**src/rtl/mem_port_arbiter.sv**
```systemverilog
// mem_port_arbiter: shares one memory port between instruction fetch and data access.
// Data wins over fetch; a redirect during a fetch drops its response; a watchdog aborts
// accesses that never see mem_ready. Define ARB_FAIRNESS_EN to force a fetch grant after
// STARVE_MAX data grants in a row that skipped over a waiting fetch.
module mem_port_arbiter #(
    parameter int unsigned AW         = 32,
    parameter int unsigned DW         = 32,
    parameter int unsigned TIMEOUT    = 64,
    parameter int unsigned STARVE_MAX = 4
) (
    input  logic          clk,
    input  logic          rst,
    input  logic          if_req,
    input  logic [AW-1:0] if_addr,
    input  logic          if_flush,
    output logic [DW-1:0] if_rdata,
    output logic          if_valid,
    input  logic          dm_req,
    input  logic          dm_we,
    input  logic [AW-1:0] dm_addr,
    input  logic [DW-1:0] dm_wdata,
    output logic [DW-1:0] dm_rdata,
    output logic          dm_valid,
    output logic          dm_err,
    output logic          stall_f,
    output logic          stall_m,
    output logic          mem_req,
    output logic          mem_we,
    output logic [AW-1:0] mem_addr,
    output logic [DW-1:0] mem_wdata,
    input  logic [DW-1:0] mem_rdata,
    input  logic          mem_ready
);
    localparam int unsigned   TW      = (TIMEOUT > 2) ? $clog2(TIMEOUT) : 1;
    localparam logic [TW-1:0] TmoLast = TW'(TIMEOUT - 1);

    typedef enum logic [1:0] {StIdle, StBusyD, StBusyI} state_e;

    state_e        state_q, state_d;
    logic          mem_req_q, mem_req_d;
    logic          mem_we_q, mem_we_d;
    logic [AW-1:0] mem_addr_q, mem_addr_d;
    logic [DW-1:0] mem_wdata_q, mem_wdata_d;
    logic [DW-1:0] dm_rdata_q, dm_rdata_d;
    logic [DW-1:0] if_rdata_q, if_rdata_d;
    logic          dm_valid_q, dm_valid_d;
    logic          if_valid_q, if_valid_d;
    logic          dm_err_q, dm_err_d;
    logic          discard_q, discard_d;
    logic [TW-1:0] tmo_cnt_q, tmo_cnt_d;

    logic          fetch_pend;
    logic          grant_data;
    logic          grant_fetch;

    assign fetch_pend = if_req & ~if_flush;

`ifdef ARB_FAIRNESS_EN
    localparam int unsigned SW = $clog2(STARVE_MAX + 1);

    logic [SW-1:0] starve_q, starve_d;
    logic          force_fetch;

    assign force_fetch = fetch_pend & (starve_q == SW'(STARVE_MAX));
    assign grant_data  = dm_req & ~force_fetch;

    // Count data grants that overtook a waiting fetch; any fetch grant resets the count.
    always_comb begin
        starve_d = starve_q;
        if (state_q == StIdle) begin
            if (grant_fetch) begin
                starve_d = '0;
            end else if (grant_data && fetch_pend) begin
                starve_d = starve_q + SW'(1);
            end
        end
    end

    // Starvation counter register.
    always_ff @(posedge clk or negedge rst) begin
        if (!rst) begin
            starve_q <= '0;
        end else begin
            starve_q <= starve_d;
        end
    end
`else
    // Threshold only matters when fairness is built in.
    logic unused_starve_max;
    assign unused_starve_max = ^32'(STARVE_MAX);
    assign grant_data        = dm_req;
`endif

    assign grant_fetch = fetch_pend & ~grant_data;

    // Next-state: grant in IDLE, then wait for mem_ready or the watchdog in BUSY.
    always_comb begin
        state_d     = state_q;
        mem_req_d   = mem_req_q;
        mem_we_d    = mem_we_q;
        mem_addr_d  = mem_addr_q;
        mem_wdata_d = mem_wdata_q;
        dm_rdata_d  = dm_rdata_q;
        if_rdata_d  = if_rdata_q;
        discard_d   = discard_q;
        tmo_cnt_d   = tmo_cnt_q;
        dm_valid_d  = 1'b0;
        if_valid_d  = 1'b0;
        dm_err_d    = 1'b0;
        unique case (state_q)
            StIdle: begin
                discard_d = 1'b0;
                tmo_cnt_d = '0;
                if (grant_data) begin
                    state_d     = StBusyD;
                    mem_req_d   = 1'b1;
                    mem_we_d    = dm_we;
                    mem_addr_d  = dm_addr;
                    mem_wdata_d = dm_wdata;
                end else if (grant_fetch) begin
                    state_d     = StBusyI;
                    mem_req_d   = 1'b1;
                    mem_we_d    = 1'b0;
                    mem_addr_d  = if_addr;
                    mem_wdata_d = '0;
                end
            end
            StBusyD, StBusyI: begin
                // A redirect never aborts the bus transfer; it only drops the response.
                if (state_q == StBusyI && if_flush) begin
                    discard_d = 1'b1;
                end
                if (mem_ready) begin
                    state_d   = StIdle;
                    mem_req_d = 1'b0;
                    tmo_cnt_d = '0;
                    discard_d = 1'b0;
                    if (state_q == StBusyD) begin
                        if (!mem_we_q) begin
                            dm_rdata_d = mem_rdata;
                        end
                        dm_valid_d = 1'b1;
                    end else begin
                        if_rdata_d = mem_rdata;
                        if_valid_d = ~(discard_q | if_flush);
                    end
                end else if (tmo_cnt_q == TmoLast) begin
                    state_d   = StIdle;
                    mem_req_d = 1'b0;
                    tmo_cnt_d = '0;
                    discard_d = 1'b0;
                    dm_err_d  = 1'b1;
                end else begin
                    tmo_cnt_d = tmo_cnt_q + TW'(1);
                end
            end
            default: state_d = StIdle;
        endcase
    end

    // State, bus and response registers; reset abandons any access in flight.
    always_ff @(posedge clk or negedge rst) begin
        if (!rst) begin
            state_q     <= StIdle;
            mem_req_q   <= 1'b0;
            mem_we_q    <= 1'b0;
            mem_addr_q  <= '0;
            mem_wdata_q <= '0;
            dm_rdata_q  <= '0;
            if_rdata_q  <= '0;
            dm_valid_q  <= 1'b0;
            if_valid_q  <= 1'b0;
            dm_err_q    <= 1'b0;
            discard_q   <= 1'b0;
            tmo_cnt_q   <= '0;
        end else begin
            state_q     <= state_d;
            mem_req_q   <= mem_req_d;
            mem_we_q    <= mem_we_d;
            mem_addr_q  <= mem_addr_d;
            mem_wdata_q <= mem_wdata_d;
            dm_rdata_q  <= dm_rdata_d;
            if_rdata_q  <= if_rdata_d;
            dm_valid_q  <= dm_valid_d;
            if_valid_q  <= if_valid_d;
            dm_err_q    <= dm_err_d;
            discard_q   <= discard_d;
            tmo_cnt_q   <= tmo_cnt_d;
        end
    end

    assign mem_req   = mem_req_q;
    assign mem_we    = mem_we_q;
    assign mem_addr  = mem_addr_q;
    assign mem_wdata = mem_wdata_q;
    assign dm_rdata  = dm_rdata_q;
    assign if_rdata  = if_rdata_q;
    assign dm_valid  = dm_valid_q;
    assign if_valid  = if_valid_q;
    assign dm_err    = dm_err_q;

    // Freezes drop in the pulse cycle so the pipeline advances exactly then; gated by reset.
    assign stall_m = rst & dm_req & ~dm_valid_q & ~dm_err_q;
    assign stall_f = stall_m | (rst & if_req & ~if_valid_q & ~if_flush);
endmodule
```
**config.mk**
```make
export PLATFORM = sky130hd
export DESIGN_NAME = mem_port_arbiter
export DESIGN_NICKNAME = d
export VERILOG_FILES = /design/src/rtl/mem_port_arbiter.sv
export SDC_FILE = /design/constraint.sdc
export NUM_CORES = 1
export LEC_CHECK = 0
export CAP_MARGIN = 20
export CORE_MARGIN = 2
export CORE_UTILIZATION = 42
export DETAILED_ROUTE_END_ITERATION = 6
export GPL_TIMING_DRIVEN = 0
export PLACE_DENSITY = 0.8
export RECOVER_POWER = 50
export SLEW_MARGIN = 20
export SYNTH_ARGS = -nofsm -noshare
export SYNTH_HDL_FRONTEND = slang
export SYNTH_SLANG_ARGS = --single-unit
export TNS_END_PERCENT = 50
```
**constraint.sdc**
```tcl
create_clock -name clk -period 1.96 [get_ports clk]
set_input_delay 0.392 -clock clk [delete_from_list [all_inputs] [get_ports clk]]
set_output_delay 0.392 -clock clk [all_outputs]
set_load 0.01 [all_outputs]
```
==> results of run 1 <==
[through the flow]
step | utilization, % | hold slack (ns) | area [um2] | std cells
after floorplan | - | 0.0964 | 6100 | 393
after global placement | 62.7 | 0.422 | 9010 | 844
after detailed placement | 62.9 | 0.327 | 9040 | 845
after CTS | 67.3 | 0.0325 | 9670 | 880
after global routing | 66.9 | 0.354 | 9610 | 880
final | 66.9 | 0.347 | 9610 | 880
[per-layer routing]
layer / vias to the layer above / routed length, um
met5: - / 0
met2: 165 / 8730
met1: 2244 / 6420
met4: 0 / 480
met3: 32 / 866
li1: 2026 / -
[worst max-delay path, delay by kind of cell]
| family | cells | cell delay (ns) |
|---|---|---|
| AND/OR/NAND/NOR | 1 | 0.17 |
| buffers and inverters | 2 | 0.70 |
| AO/OA/AOI/OAI | 1 | 0.24 |
[flip-flops by register name (all words and copies together) (netlist names)]
name,cells
mem_req,1
if_valid,1
dm_err,1
if_rdata,32
dm_valid,1
mem_we,1
tmo_cnt_q,6
discard_q,1
mem_addr,32
state_q,2
mem_wdata,32
dm_rdata,32
[timing repair]
action | in CTS | in global routing
endpoints found under the setup margin | 2 | 9
resized for setup | 4 | 1
pin swaps | 0 | 0
hold buffers | 2 | 0
setup buffers | 1 | 0
endpoints found under the hold margin | 48 | 0
[cells in the mapped netlist, types with 3 or more instances]
cell / n / area [um2]
mux2_4: 45 / 676
nand3_1: 3 / 15.0
buf_6: 11 / 124
a21oi_1: 3 / 15.0
a22o_1: 33 / 289
o21ai_0: 6 / 30.0
ha_1: 6 / 75.1
nor3_1: 3 / 15.0
inv_1: 5 / 18.8
nand2_1: 10 / 37.5
buf_2: 7 / 35.0
o211ai_1: 4 / 30.0
dfrtp_1: 142 / 3550
mux2_2: 83 / 935
buf_4: 3 / 22.5
[path summary, 6_finish.rpt]
check / to / cells past startpoint / from / slack (ns)
worst max register to register: if_rdata[29] / 5 / state_q[0] / 0.12
min in group asynchronous: if_rdata[23] / 2 / rst / 0.56
max in group asynchronous: mem_addr[25] / 3 / rst / 0.26
worst min-delay path: dm_valid / 2 / mem_ready / 0.35
worst max-delay path: stall_f / 4 / if_req / 0.07
worst min register to register: if_valid / 1 / discard_q / 0.44
[cell families after synthesis]
| group | count (synthesis) |
|---|---|
| adders and majority gates | 6 |
| DFF | 142 |
| and+or+nand+nor | 32 |
| buffers and inverters | 28 |
| AOI/OAI and AO/OA | 55 |
| muxes | 130 |
[final cells by class]
type / count / area share [%]
plain buffers: 23 / 2.04
clock buffers: 24 / 5.01
clock inverters: 8 / 1.08
inverters: 5 / 0.195
multi-input cells: 223 / 24.3
flip-flops and latches: 142 / 37.0
well taps: 184 / 2.39
repair buffers: 271 / 28.0
[power by group through the flow]
| stage | Clock, W | Sequential [W] | Combinational (W) |
|---|---|---|---|
| after detailed placement | 0 | 0.00511 | 0.00691 |
| final | 0.00317 | 0.00507 | 0.00680 |
| after global placement | 0 | 0.00503 | 0.00676 |
| after CTS | 0.00323 | 0.00508 | 0.00698 |
| after global routing | 0.00338 | 0.00524 | 0.00720 |
| after floorplan | 0 | 0.00567 | 0.00258 |
==> results.ini, run 1 <==
[run_status]
status=finished, final reports clean

[die]
ios=270
initial_core_util_pct=42.5
die_x_um=125
die_y_um=125
dieArea_um2=15500
fp-row-count=44
core-area_um2=14400

[logic_synthesis]
syn_inst=393
synth-async-reset-ratio_pct=100
synth_compound_area_share_pct=7.18
syn_nets=534
synth_edf_count=0
synth.area.mux_share_pct=26.7
yosys.area_share.xor_xnor_pct=0
synth_top_flop_cell=dfrtp_1
ys_seq_area_share_pct=58.2
synth_adder_area_share_pct=1.23
ys_warn_count=0
ys_types=39
synth_top_family_by_area=multiplexers
syn_area_per_cell_um2=15.5
synthSimpleGateAreaFrac_pct=3.08
syn_area_um2=6100
ys_ff_latch=142

[global_routing]
grt.busiest_layer=met2
grt_pass1_wl_um=26800
grt_usage_pct=21.9
grt_pass1_vias=4858
grt_antenna_before_repair=0
met1_usage_pct=26.4
met3_usage_pct=4.60
overflow=0
grt_max_degree=95
grt_use_met2_pct=38.2

[timing]
setup_viol=0
worstMarginPinSlew_ns=1.27
hold_viol=0
fin_skew_ns=0.00865
fmax_mhz=529
rsz0062_at_grt=false
fin_crit_ns=1.89
tns_ns=0
setup_ws_ns=0.0679
slew_viol_final=0
finalCritPeriodShare_pct=96.5
slew_headroom_pct=15.2

[finish]
fillers=1039
seq_area_um2=3550
final_common_cell=clkdlybuf4s50_1
drive_gt1_share_pct=26.9
syn2layout_area_growth_pct=57.5
layout_common_cells=clkdlybuf4s50_1, dfrtp_1, mux2_2
fin_nets=824
insertedDiodeCount=0
multi_input_area_um2=2340

[power]
pwr-share-seq_pct=33.7
finalPower_w=0.0150
switching_share_pct=30.2
pwr-share-comb_pct=45.2
ir_drop_mv=0.760
p_per_area_nw_per_um2=1560
clockPowerShare_pct=21.1
static-leakage-power_nw=4.25
switching_power_w=0.00455
intPower_w=0.0105

[detailed_routing]
routed_via_density=5.08
dr.pass1.iters=4
ant_nets=0
via_count=4467
wl_per_cell_um=18.8
routed_wl_um=16500
dr.first_iter.drc_count=159
drc=0

[clock_network]
htree_levels=4
cts.sinks=142
root_buffer=clkbuf_16
cts_buffers=17
clock_latency_ns=0.41
clk_pin_slew_worst_paths_ns=0.06
cts_max_path_buffers=2
cts_tree=yes

[place]
place_congestion=0.855
hpwl_um=12200
pre_cts_ws_ns=-0.217
portBuffers=267

[worst_setup_path]
cpPeakStageDelay_ns=0.42
path_max_fanout=2
worst_setup_path_end_kind=output pin
critPathKind=input port to output pin
crit_slowest_cell=clkdlybuf4s50_1
startpoint_type=input port
cp.required_ns=1.57
crit_chain=clkdlybuf4s50_1 > nor2b_2 > a31o_2 > dlygate4sd2_1
crit_arrival_ns=1.50

[run]
maxCapViolations=0

[worst_hold_path]
hold_class=input port to flip-flop

No activity file was read; power rests on OpenSTA's default activity.
==> run 2, diff against run 1 <==
--- a/config.mk
+++ b/config.mk
@@ -5,6 +5,7 @@
 export SDC_FILE = /design/constraint.sdc
 export NUM_CORES = 1
 export LEC_CHECK = 0
+export ABC_CLOCK_PERIOD_IN_PS = 1960
 export CAP_MARGIN = 20
 export CORE_MARGIN = 2
 export CORE_UTILIZATION = 42
==> results of run 2 <==
No change in the layout: final DEF, timing and power equal those of run 1.
